## config.mk

```make
export PLATFORM = sky130hd
export DESIGN_NAME = dc_ipu_filter_phase_ctrl_flat
export DESIGN_NICKNAME = d
export VERILOG_FILES = /design/src/rtl/dc_ipu_filter_phase_ctrl_pkg.sv /design/src/rtl/dc_ipu_filter_phase_ctrl_if.sv /design/src/rtl/dc_ipu_filter_phase_ctrl.sv /design/src/flat_wrapper.sv
export SDC_FILE = /design/constraint.sdc
export NUM_CORES = 1
export LEC_CHECK = 0
export ABC_AREA = 0
export CELL_PAD_IN_SITES_DETAIL_PLACEMENT = 1
export CELL_PAD_IN_SITES_GLOBAL_PLACEMENT = 1
export CORE_ASPECT_RATIO = 1.4
export CORE_UTILIZATION = 43
export DETAILED_ROUTE_END_ITERATION = 12
export PLACE_DENSITY_LB_ADDON = 0.1
export SLEW_MARGIN = 20
export SYNTH_ARGS = -nofsm -noshare
export SYNTH_HDL_FRONTEND = slang
export SYNTH_SLANG_ARGS = --single-unit
export TNS_END_PERCENT = 10
```

## constraint.sdc

```tcl
create_clock -name clk -period 4.6 [get_ports clk]
set_clock_uncertainty 0.2 [all_clocks]
set_input_delay 1.38 -clock clk [delete_from_list [all_inputs] [get_ports clk]]
set_output_delay 1.38 -clock clk [all_outputs]
set_load 0.005 [all_outputs]
```

## src/rtl/dc_ipu_filter_phase_ctrl_pkg.sv

```systemverilog
// Shared types and helpers for the IPU scaler filter phase sequencer (DDA).
package dc_ipu_filter_pkg;

  localparam int WEIGHT_WIDTH_DEF       = 12;
  localparam int WEIGHT_FRACT_WIDTH_DEF = 8;
  localparam int STEP_INT_WIDTH_DEF     = 3;
  localparam int CNT_WIDTH_DEF          = 13;

  typedef enum logic [1:0] {
    IDLE = 2'd0,
    RUN  = 2'd1,
    DONE = 2'd2
  } phase_state_t;

  typedef struct packed {
    logic [15:0] ipart;
    logic [15:0] fpart;
  } step_sum_t;

  // Adds an unsigned fraction-only accumulator to the step and splits the
  // result at frac_w into integer (pixels to consume) and fractional parts.
  function automatic step_sum_t step_sum(input logic [15:0] acc,
                                         input logic [15:0] step,
                                         input int unsigned frac_w);
    step_sum_t   r;
    logic [31:0] s;
    logic [31:0] mask;
    s       = {16'd0, acc} + {16'd0, step};
    mask    = (32'd1 << frac_w) - 32'd1;
    r.fpart = 16'(s & mask);
    r.ipart = 16'(s >> frac_w);
    return r;
  endfunction

endpackage

```

## src/rtl/dc_ipu_filter_phase_ctrl_if.sv

```systemverilog
// Phase handshake bus from the phase sequencer to the filter weights / tap line buffer.
interface dc_ipu_filter_phase_ctrl_if
  import dc_ipu_filter_pkg::*;
#(
  parameter int WEIGHT_WIDTH   = WEIGHT_WIDTH_DEF,
  parameter int STEP_INT_WIDTH = STEP_INT_WIDTH_DEF
);
  logic                           phase_valid;
  logic                           phase_ready;
  logic signed [WEIGHT_WIDTH-1:0] alpha;
  logic [STEP_INT_WIDTH:0]        src_adv;
  logic                           phase_last;

  modport master (
    output phase_valid, alpha, src_adv, phase_last,
    input  phase_ready
  );

  modport slave (
    input  phase_valid, alpha, src_adv, phase_last,
    output phase_ready
  );
endinterface

```

## src/rtl/dc_ipu_filter_phase_ctrl.sv

```systemverilog
// Per-line phase sequencer for the 4-tap polyphase scaler: issues alpha and source advance per output pixel.
// Optional macro DC_IPU_FILTER_PHASE_CTRL_INIT_PHASE_EN adds cfg_init_phase to preset the accumulator.
module dc_ipu_filter_phase_ctrl
  import dc_ipu_filter_pkg::*;
#(
  parameter int WEIGHT_WIDTH       = WEIGHT_WIDTH_DEF,
  parameter int WEIGHT_FRACT_WIDTH = WEIGHT_FRACT_WIDTH_DEF,
  parameter int STEP_INT_WIDTH     = STEP_INT_WIDTH_DEF,
  parameter int CNT_WIDTH          = CNT_WIDTH_DEF
)(
  input  logic                                       clk,
  input  logic                                       nreset,
  input  logic                                       start,
  input  logic                                       abort,
  input  logic [STEP_INT_WIDTH+WEIGHT_FRACT_WIDTH-1:0] cfg_step,
  input  logic [CNT_WIDTH-1:0]                       cfg_out_width,
`ifdef DC_IPU_FILTER_PHASE_CTRL_INIT_PHASE_EN
  input  logic [WEIGHT_FRACT_WIDTH-1:0]              cfg_init_phase,
`endif
  output logic                                       busy,
  output logic                                       line_done,
  dc_ipu_filter_phase_ctrl_if.master                 phase_if
);

  localparam int STEP_W = STEP_INT_WIDTH + WEIGHT_FRACT_WIDTH;

  phase_state_t                  state_q, state_d;
  logic [WEIGHT_FRACT_WIDTH-1:0] acc_q, acc_d;
  logic [STEP_W-1:0]             step_q, step_d;
  logic [CNT_WIDTH-1:0]          width_q, width_d;
  logic [CNT_WIDTH-1:0]          cnt_q, cnt_d;

  step_sum_t                     sum_s;
  logic                          valid_s;
  logic                          hs_s;
  logic                          last_s;
  logic [WEIGHT_FRACT_WIDTH-1:0] init_phase_s;
  logic                          unused_sum_bits;

`ifdef DC_IPU_FILTER_PHASE_CTRL_INIT_PHASE_EN
  assign init_phase_s = cfg_init_phase;
`else
  assign init_phase_s = '0;
`endif

  assign sum_s   = step_sum(16'(acc_q), 16'(step_q), WEIGHT_FRACT_WIDTH);
  assign last_s  = (cnt_q == width_q - CNT_WIDTH'(1));
  // Abort wins over a handshake in the same cycle, so valid is masked by it.
  assign valid_s = (state_q == RUN) && !abort;
  assign hs_s    = valid_s && phase_if.phase_ready;

  assign unused_sum_bits = ^{sum_s.ipart[15:STEP_INT_WIDTH+1],
                             sum_s.fpart[15:WEIGHT_FRACT_WIDTH]};

  assign phase_if.phase_valid = valid_s;
  assign phase_if.alpha       = $signed({{(WEIGHT_WIDTH-WEIGHT_FRACT_WIDTH){1'b0}}, acc_q});
  assign phase_if.src_adv     = sum_s.ipart[STEP_INT_WIDTH:0];
  assign phase_if.phase_last  = last_s;
  assign busy                 = (state_q != IDLE);
  assign line_done            = (state_q == DONE);

  always_comb begin
    state_d = state_q;
    acc_d   = acc_q;
    step_d  = step_q;
    width_d = width_q;
    cnt_d   = cnt_q;
    case (state_q)
      IDLE: begin
        if (start) begin
          step_d  = cfg_step;
          width_d = cfg_out_width;
          acc_d   = init_phase_s;
          cnt_d   = '0;
          state_d = (abort || (cfg_out_width == '0)) ? DONE : RUN;
        end
      end
      RUN: begin
        if (abort) begin
          state_d = DONE;
        end else if (hs_s) begin
          acc_d = sum_s.fpart[WEIGHT_FRACT_WIDTH-1:0];
          cnt_d = cnt_q + CNT_WIDTH'(1);
          if (last_s) state_d = DONE;
        end
      end
      DONE:    state_d = IDLE;
      default: state_d = IDLE;
    endcase
  end

  always_ff @(posedge clk or negedge nreset) begin
    if (!nreset) begin
      state_q <= IDLE;
      acc_q   <= '0;
      step_q  <= '0;
      width_q <= '0;
      cnt_q   <= '0;
    end else begin
      state_q <= state_d;
      acc_q   <= acc_d;
      step_q  <= step_d;
      width_q <= width_d;
      cnt_q   <= cnt_d;
    end
  end

endmodule

```

## src/flat_wrapper.sv

```systemverilog
// flat-port wrapper written by rule: the top's interface ports become plain ports
module dc_ipu_filter_phase_ctrl_flat import dc_ipu_filter_pkg::*;
#(
  parameter int WEIGHT_WIDTH       = WEIGHT_WIDTH_DEF,
  parameter int WEIGHT_FRACT_WIDTH = WEIGHT_FRACT_WIDTH_DEF,
  parameter int STEP_INT_WIDTH     = STEP_INT_WIDTH_DEF,
  parameter int CNT_WIDTH          = CNT_WIDTH_DEF
)
  (clk, nreset, start, abort, cfg_step, cfg_out_width, busy, line_done, phase_if_phase_valid, phase_if_alpha, phase_if_src_adv, phase_if_phase_last, phase_if_phase_ready);
  dc_ipu_filter_phase_ctrl_if #(.WEIGHT_WIDTH(WEIGHT_WIDTH), .STEP_INT_WIDTH(STEP_INT_WIDTH)) phase_if_i ();
  input  logic clk;
  input  logic nreset;
  input  logic start;
  input  logic abort;
  input  logic [STEP_INT_WIDTH+WEIGHT_FRACT_WIDTH-1:0] cfg_step;
  input  logic [CNT_WIDTH-1:0] cfg_out_width;
  output logic busy;
  output logic line_done;
  output wire logic [$bits(phase_if_i.phase_valid)-1:0] phase_if_phase_valid;
  output wire logic [$bits(phase_if_i.alpha)-1:0] phase_if_alpha;
  output wire logic [$bits(phase_if_i.src_adv)-1:0] phase_if_src_adv;
  output wire logic [$bits(phase_if_i.phase_last)-1:0] phase_if_phase_last;
  input wire logic [$bits(phase_if_i.phase_ready)-1:0] phase_if_phase_ready;
  assign phase_if_phase_valid = phase_if_i.phase_valid;
  assign phase_if_alpha = phase_if_i.alpha;
  assign phase_if_src_adv = phase_if_i.src_adv;
  assign phase_if_phase_last = phase_if_i.phase_last;
  assign phase_if_i.phase_ready = phase_if_phase_ready;
  dc_ipu_filter_phase_ctrl #(.WEIGHT_WIDTH(WEIGHT_WIDTH), .WEIGHT_FRACT_WIDTH(WEIGHT_FRACT_WIDTH), .STEP_INT_WIDTH(STEP_INT_WIDTH), .CNT_WIDTH(CNT_WIDTH)) u_core (.clk(clk), .nreset(nreset), .start(start), .abort(abort), .cfg_step(cfg_step), .cfg_out_width(cfg_out_width), .busy(busy), .line_done(line_done), .phase_if(phase_if_i));
endmodule
```

==> results.md, run 1 <==
* EDFF count, synth at 0
* CTS Hold Bufs at 0
* Final net count at 411
* Yosys reg bits at 47
* Final Hold Fails at 0
* Total chip power at 2070 uW
* Post-DP HPWL at 5430 um
* CP endpoint kind: output port
* Overflow after GRT at 0
* Required @ worst endpoint at 3.02 ns
* Worst-path clk slew at 0.09 ns
* VDD IR-drop max at 0.245 mV
* Via count at 2,400
* Ys flop type: dfrtp_1
* Post-route ant nets at 0
* Largest net degree at the start of global routing at 39
* Cell variety after synth at 58
* Unrepaired setup endpoints after global routing: no
* Tmin final at 4.46 ns
* Highest clock rate at 224 MHz
* Count of warnings emitted by yosys at 0
* Post-synth top cells: nand2_1, dfrtp_1, nor2_1
* Max Cap Violations at 0
* Final-layout fill cell count at 792
* PwrDens at 591 nW/um2
* Syn avg cell area at 8.78 um2
* H-tree levels at 2
* Vias in the first global route at 2,564
* Post-synth top area share at 40.3%
* Cell area after synthesis at 2920 um2
* Seq pwr share at 35.8%
* CTS Buf Count at 5
* Post-synthesis sequential area ratio at 40.3%
* Die height at 99.4 um
* Logic gate share of total power at 49.5%
* Outcome: finished, final reports clean
* Rows at 35
* Initial cell density of the core at 44.4%
* CTS Root Cell: clkbuf_8
* Fraction of registers with async set/reset at 100%
* Sw Share at 41.7%
* Initial antenna violation count at 0
* Hold Path Origin: u_core.step_q[5]
* Area of the multi-input gates at 1610 um2
* Worst setup path start: u_core.width_q[0]
* Core area at 6570 um2
* Startpoint Class: flip-flop
* Ports at 49
* CTS Buffer Depth at 2
* Top cells by area, synth: dfrtp_1, nand2_1, xnor2_1
* Layout area overhead at 20.0%
* Cell Int Power at 1210 uW
* CP Max Fanout at 6
* Most frequent cell after synthesis: nand2_1
* Worst path top cell family by delay: simple AND/OR/NAND/NOR gates
* Fraction of layout cells with a size suffix above 1 at 7.80%
* DIE WIDTH at 71.6 um
* Leakage at 0.00164 uW
* Slew Limit Headroom at 39.0%
* Measured slew at the worst slew-check pin at 0.915 ns
* Yosys top cell by area: dfrtp_1
* Tot GR Track Use at 21.8%
* CTS tree: done
* Critical path class: flip-flop to output port
* Port Buffers at 44
* Drt drc at 0
* Critical-path top delay cell: clkdlybuf4s50_1
* Total negative slack at 0 ns
* R2r startpoint: u_core.width_q[0]
* Tcrit/Tclk final at 97.0%
* Crit path largest cell delay at 0.49 ns
* Clk pwr share at 14.7%
* Die area at 7120 um2
* Register area at 1180 um2
* Gp weighted congestion at 0.773
* Gate Count Post-Synth at 332
* Pins Over Slew Limit at 0
* Antenna diode count at 0
* TritonCTS Sinks at 47
* Initial DRC count at 85
* DR vias/cell at 5.38
* Final wirelength at 7050 um
* Worst Hold Class: flip-flop to flip-flop
* Worst skew pair latency at 0.30 ns
* Drt pass-1 iters at 4
* Worst path buffer plus inverter count at 3
* Crit path DAT at 2.88 ns
* Final Setup Violations at 0
* First-pass GRT wire length at 12,100 um
* Sw power at 862 uW
* Crit path cell chain: inv_1 -> ha_1 -> nor3b_4 -> buf_4 -> and4_2 -> or4_4 -> nor4_4 -> and3_1 -> clkdlybuf4s50_1
* Routed length per placed instance at 15.8 um
## cell families after synthesis
family	synth area share, %
xor+xnor	10.5
flops	40.3
buf+inv	4.93
simple gates	26.7
other cells	0.129
fa+ha+maj	4.98
compound gates	12.4
## sequential cells by signal (all words and copies together), names as in the netlist
signal,cells
u_core.cnt_q,13
u_core.width_q,13
u_core.step_q,11
u_core.acc_q,8
u_core.state_q,2
## per-layer routing
metal | share of wire [%] | track usage, %
met5 | 0 | 0
met4 | 1.1 | 5.43
met3 | 2.3 | 3.55
met2 | 56 | 41.7
met1 | 41 | 24.8
## stage by stage
stage	setup slack (ns)	cell area, um2	hold slack [ns]	utilization (%)	cells
2_1_floorplan	1.05	2930	0.250	-	335
3_3_place_gp	0.266	3370	0.264	51.3	436
3_5_place_dp	0.268	3370	0.272	51.3	436
6_report	0.139	3500	0.288	53.3	446
4_1_cts	0.00198	3480	0.295	53.0	444
5_1_grt	0.000562	3500	0.319	53.3	446
## worst min-delay path, stage by stage (launching register included)
cell and delay (ns):
dfrtp_1 0.35, nand2_1 0.05, nand2_1 0.05
## area by class of cell
cell class / count / area share [%]
Sequential cell: 47 / 33.6
Tap cell: 74 / 2.64
Multi-Input combinational cell: 258 / 46.0
Inverter: 11 / 1.18
Clock buffer: 5 / 1.97
Timing Repair Buffer: 48 / 13.3
Clock inverter: 3 / 1.25
## what timing repair did
| item | 4_1_cts | 5_1_grt |
|---|---|---|
| resized for setup | 0 | 2 |
| setup endpoints to repair | 0 | 3 |
| setup buffers | 0 | 2 |
## worst paths after layout
kind / to / slack (ns) / cells past startpoint
hold / removal: u_core.step_q[5] / 0.29 / 2
setup / recovery: phase_if_phase_last / 0.14 / 9
max in group asynchronous: u_core.width_q[1] / 2.50 / 2
setup reg to reg: u_core.state_q[0] / 1.98 / 9
min in group asynchronous: u_core.width_q[4] / 1.01 / 1
hold reg to reg: u_core.step_q[5] / 0.29 / 2
## layout by cell type (no fill, tap or decap), types with 2 or more instances in the layout
| cell type | count |
|---|---|
| or4_4 | 2 |
| o31ai_1 | 2 |
| clkbuf_8 | 5 |
| and4_1 | 2 |
| nor3_1 | 7 |
| o21bai_1 | 2 |
| o22a_1 | 2 |
| or3_1 | 2 |
| nand3_1 | 12 |
| a41oi_1 | 3 |
| conb_1 | 4 |
| xnor2_1 | 18 |
| clkdlybuf4s50_1 | 43 |
| xor2_1 | 17 |
| nor2_1 | 19 |
| and2_1 | 3 |
| a21o_1 | 3 |
| o21ai_0 | 15 |
| nand2b_1 | 4 |
| inv_1 | 10 |
| nor2b_1 | 5 |
| ha_1 | 10 |
| a21oi_1 | 5 |
| dfrtp_1 | 46 |
| or2_2 | 2 |
| and3_1 | 4 |
| a21oi_2 | 2 |
| nor4_1 | 4 |
| buf_4 | 4 |
| nand2_1 | 78 |
| o21ai_1 | 3 |
| o211a_1 | 2 |
| nand4_1 | 3 |
## power groups by stage
stage / Clock (uW) / Combinational (uW) / Sequential [uW]
detailed placement: 0 / 1020 / 749
global route: 333 / 1160 / 769
global placement: 0 / 978 / 743
finish: 305 / 1020 / 740
CTS: 319 / 1020 / 742
floorplan: 0 / 753 / 678
Power figures use the tool's default switching activity.
==> inputs of run 2 (changes only) <==
CORE_UTILIZATION = 51   (was 43)
CTS_CLUSTER_SIZE = 20   (was not set)
DONT_BUFFER_PORTS = 1   (was not set)
==> run 2 against run 1 <==
Sequential share of layout area rose by 5.1 points; total power fell by 7.2%; global-route usage rose by 3.2 points; wire length fell by 5.7%; fmax rose by 8.6%; die area fell by 15%; design area fell by 13%; sequential power rose by 1%; setup slack improved by 0.35 ns; critical path type unchanged; highest routed layer unchanged.
==> results.md, run 2 (synthesis gave the netlist of run 1 again) <==
* Worst skew pair latency at 0.30 ns
* Initial cell density of the core at 52.8%
* Post-CTS Setup Inserts at 0
* Initial antenna violation count at 0
* Layout area overhead at 4.08%
* Largest regs: u_core.cnt_q x13, u_core.width_q x13, u_core.step_q x11
* Reg2Reg Depth at 8
* Ports at 49
* Antenna diode count at 0
* Unrepaired setup endpoints after global routing: no
* PwrDens at 632 nW/um2
* Die height at 91.5 um
* Core area at 5530 um2
* Hold Path Origin: u_core.step_q[0]
* R2r startpoint: u_core.width_q[0]
* TritonCTS Sinks at 47
* Pins Over Slew Limit at 0
* Post-CTS sizing at 0
* Startpoint Class: flip-flop
* Gp weighted congestion at 0.794
* Via count at 2,266
* Fraction of layout cells with a size suffix above 1 at 7.08%
* H-tree levels at 2
* Setup slack, reg-to-reg at 1.82 ns
* Drt drc at 0
* Crit path DAT at 2.53 ns
* DIE WIDTH at 65.9 um
* CTS Buf Count at 5
* Tmin final at 4.11 ns
* CTS Hold Bufs at 0
* Initial DRC count at 75
* Measured slew at the worst slew-check pin at 1.06 ns
* Critical path class: flip-flop to output port
* Inst Count DP at 385
* Die area at 6030 um2
* Total chip power at 1920 uW
* Slew Limit Headroom at 29.1%
* Drt pass-1 iters at 4
* Commonest non-fill, non-tap cells in the layout: nand2_1, dfrtp_1, nor2_1
* Final Hold Fails at 0
* CTS Buffer Depth at 2
* Total negative slack at 0 ns
* Worst-path clk slew at 0.09 ns
* Largest net degree at the start of global routing at 48
* Vias in the first global route at 2,381
* CP endpoint kind: output port
* CP Max Fanout at 10
* Hold worst-path end: u_core.step_q[0]
* First-pass GRT wire length at 11,300 um
* Overflow after GRT at 0
* Final Setup Violations at 0
* Required @ worst endpoint at 3.02 ns
* Post-route ant nets at 0
* WHS Path Cells at 2
* VDD IR-drop max at 0.335 mV
* Final-layout fill cell count at 666
* Port Buffers at 0
* Max Cap Violations at 0
* Final wirelength at 6640 um
* Routed length per placed instance at 16.9 um
* Worst Hold Class: flip-flop to flip-flop
* Outcome: finished, final reports clean
* Tcrit/Tclk final at 89.3%
* Tot GR Track Use at 25.0%
* DR vias/cell at 5.77
* Final net count at 364
* Reg2reg end: u_core.state_q[0]
* Rows at 32
* Post-DP HPWL at 5120 um
* Highest clock rate at 243 MHz
* Final non-filler cell total at 393
* CTS Root Cell: clkbuf_8
* Leakage at 0.00146 uW
* Commonest non-fill, non-tap cell in the layout: nand2_1
* CTS tree: done
## run 2: cell count changes in the layout (fill, tap and decap cells not counted)
| cell | before | now |
|---|---|---|
| clkinv_4 | 1 | 0 |
| a21oi_2 | 2 | 1 |
| clkdlybuf4s50_1 | 43 | 0 |
| dfrtp_2 | 1 | 0 |
| buf_2 | 1 | 0 |
| buf_4 | 4 | 1 |
| clkbuf_8 | 5 | 6 |
| dfrtp_1 | 46 | 47 |
| a21oi_1 | 5 | 6 |
## run 2: cell type report
type	instances	area [um2]	share of cell area (%)
multi-input cells	258	1610	53.0
well taps	68	85.1	2.80
clock buffers	6	82.6	2.72
clock inverters	2	35.0	1.15
inverters	11	41.3	1.36
flip-flops and latches	47	1180	38.7
repair buffers	1	7.51	0.247
## run 2: critical path, cell delays in order (launching register included)
cell and delay (ns):
dfrtp_1 0.45, inv_1 0.11, ha_1 0.19, nor3b_4 0.40, a21oi_2 0.09, or4_4 0.53
nor4_4 0.25, and3_1 0.21
## run 2: worst max-delay path by stage
stage,slack (ns),startpoint,to,cells past startpoint
2_1_floorplan,1.05,u_core.width_q[0],phase_if_phase_last,7
3_3_place_gp,0.90,u_core.acc_q[0],phase_if_src_adv[2],8
3_5_place_dp,0.82,u_core.acc_q[0],phase_if_src_adv[2],8
4_1_cts,0.48,u_core.acc_q[0],phase_if_src_adv[2],8
5_1_grt,0.33,u_core.width_q[0],phase_if_phase_last,7
6_report,0.49,u_core.width_q[0],phase_if_phase_last,7
## run 2: power by group
| group | internal, uW | total, uW | switching (uW) |
|---|---|---|---|
| clock | 176 | 316 | 140 |
| sequential | 558 | 751 | 193 |
| combinational | 360 | 853 | 493 |
| total | 1090 | 1920 | 825 |
## run 2: layer usage
layer	vias up	GRT usage, %	routed length (um)
met5	-	0	0
met4	0	9.42	147
met3	9	3.64	172
met2	32	44.9	3730
met1	1119	28.9	2590
li1	1106	-	-
## run 2: per-stage QoR
step,setup WS [ns],hold slack [ns],utilization (%),area [um2]
2_1_floorplan,1.05,0.250,-,2930
3_3_place_gp,0.902,0.265,52.8,2920
3_5_place_dp,0.816,0.275,52.8,2920
4_1_cts,0.482,0.296,54.9,3040
5_1_grt,0.329,0.318,54.9,3040
6_report,0.491,0.291,54.9,3040
==> inputs of run 3 (changes only) <==
CORE_ASPECT_RATIO = not set   (was 1.4)
CORE_UTILIZATION = 53   (was 51)
CTS_BUF_LIST = sky130_fd_sc_hd__clkbuf_4   (was not set)
==> run 3 against run 2 <==
Worst hold slack better by 0.0021 ns; first-iteration DRC count up 5.3%; utilization up 2.6 points; setup slack worse by 0.12 ns; global-route usage fell by 0.61 points; clock power is 23% lower; count of clock-buffer cells in the layout shrank 1; non-clock buffer count did not move; largest cell class unchanged.
==> results.md, run 3 (synthesis gave the netlist of run 1 again) <==
* Critical-path top delay cell: or4_4
* Largest regs: u_core.cnt_q x13, u_core.width_q x13, u_core.step_q x11
* Gp weighted congestion at 0.756
* Port Buffers at 0
* Outcome: finished, final reports clean
* Initial antenna violation count at 0
* Worst Hold Class: flip-flop to flip-flop
* Reg2Reg Depth at 8
* Slew Limit Headroom at 42.4%
* Final net count at 364
* Worst-path clk slew at 0.13 ns
* Final Hold Fails at 0
* Initial cell density of the core at 56.0%
* PwrDens at 614 nW/um2
* WHS Path Cells at 2
* TritonCTS Sinks at 47
* CTS Buffer Depth at 2
* Inst Count DP at 387
* Critical path class: flip-flop to output port
* CP endpoint kind: output port
* Total chip power at 1840 uW
* Tcrit/Tclk final at 91.9%
* Leakage at 0.00144 uW
* Antenna diode count at 0
* Post-CTS Setup Inserts at 0
* First-pass GRT wire length at 11,200 um
* Crit path largest cell delay at 0.53 ns
* Core area at 5200 um2
* Die area at 5800 um2
* CTS Root Cell: clkbuf_4
* Crit path DAT at 2.65 ns
* Fraction of layout cells with a size suffix above 1 at 6.79%
* Max Cap Violations at 0
* Tmin final at 4.23 ns
* Routed length per placed instance at 16.5 um
* Highest clock rate at 237 MHz
* Crit path cell chain: inv_1 -> ha_1 -> nor3b_4 -> a21oi_2 -> or4_4 -> nor4_4 -> and3_1
* DIE WIDTH at 76.2 um
* Drt pass-1 iters at 4
* Ports at 49
* Drt drc at 0
* Worst skew pair latency at 0.36 ns
* CTS Hold Bufs at 0
* Largest net degree at the start of global routing at 48
* CTS Buf Count at 5
* Worst path top cell family by delay: simple AND/OR/NAND/NOR gates
* Final Setup Violations at 0
* Rows at 26
* Unrepaired setup endpoints after global routing: no
* Hold_ws at 0.293 ns
* Overflow after GRT at 0
* Layout area overhead at 2.70%
* Post-route ant nets at 0
* Die height at 76.2 um
* Tot GR Track Use at 24.4%
* Pins Over Slew Limit at 0
* Dpl ws at 0.784 ns
* CTS tree: done
* Commonest non-fill, non-tap cell in the layout: nand2_1
* Register area at 1180 um2
* Total negative slack at 0 ns
* Post-DP HPWL at 4930 um
* Vias in the first global route at 2,419
* Worst path buffer plus inverter count at 1
* Commonest non-fill, non-tap cells in the layout: nand2_1, dfrtp_1, nor2_1
* H-tree levels at 2
* WP depth at 7
* Post-CTS sizing at 0
* Required @ worst endpoint at 3.02 ns
* Final worst slack at 0.373 ns
* Measured slew at the worst slew-check pin at 0.862 ns
* Via count at 2,257
* Final-layout fill cell count at 614
* Final wirelength at 6490 um
* CP Max Fanout at 10
* Final non-filler cell total at 394
* VDD IR-drop max at 0.297 mV
* Startpoint Class: flip-flop
* Initial DRC count at 79
* Area of the multi-input gates at 1610 um2
* DR vias/cell at 5.73
[run 3: worst paths after layout]
check	start	endpoint	slack, ns
min in group asynchronous	nreset	u_core.width_q[7]	0.49
max in group asynchronous	nreset	u_core.step_q[6]	3.61
min reg2reg	u_core.step_q[3]	u_core.step_q[3]	0.29
max reg2reg	u_core.width_q[0]	u_core.state_q[0]	1.86
max	u_core.width_q[0]	phase_if_phase_last	0.37
min	u_core.step_q[3]	u_core.step_q[3]	0.29
[run 3: routing by layer]
layer / global-route usage [%] / routed length, um
met1: 29.1 / 2840
met2: 45.1 / 3390
met3: 3.59 / 175
met4: 7.50 / 89
met5: 0 / 0
[run 3: layout make-up]
cell class | count | area share, %
Clock buffer | 5 | 1.25
Clock inverter | 2 | 1.25
Inverter | 11 | 1.38
Multi-Input combinational cell | 258 | 53.7
Sequential cell | 47 | 39.3
Tap cell | 70 | 2.92
Timing Repair Buffer | 1 | 0.251
[run 3: worst register-to-register path, stage by stage, from the launching register on]
cell	delay [ns]
dfrtp_1	0.46
inv_1	0.10
ha_1	0.19
nor3b_4	0.42
a21oi_2	0.10
or4_4	0.53
nor4_4	0.26
a41oi_1	0.19
o22a_1	0.19
[run 3: power breakdown]
group	internal, uW	leakage (uW)	switching (uW)	total (uW)
registers	557	0.000613	189	746
clock network	112	0.0000373	132	244
logic	359	0.000788	489	849
[run 3: metrics by stage]
step	area (um2)	util, %
2_1_floorplan	2930	-
3_3_place_gp	2920	56.1
3_5_place_dp	2920	56.1
4_1_cts	3000	57.5
5_1_grt	3000	57.5
6_report	3000	57.5
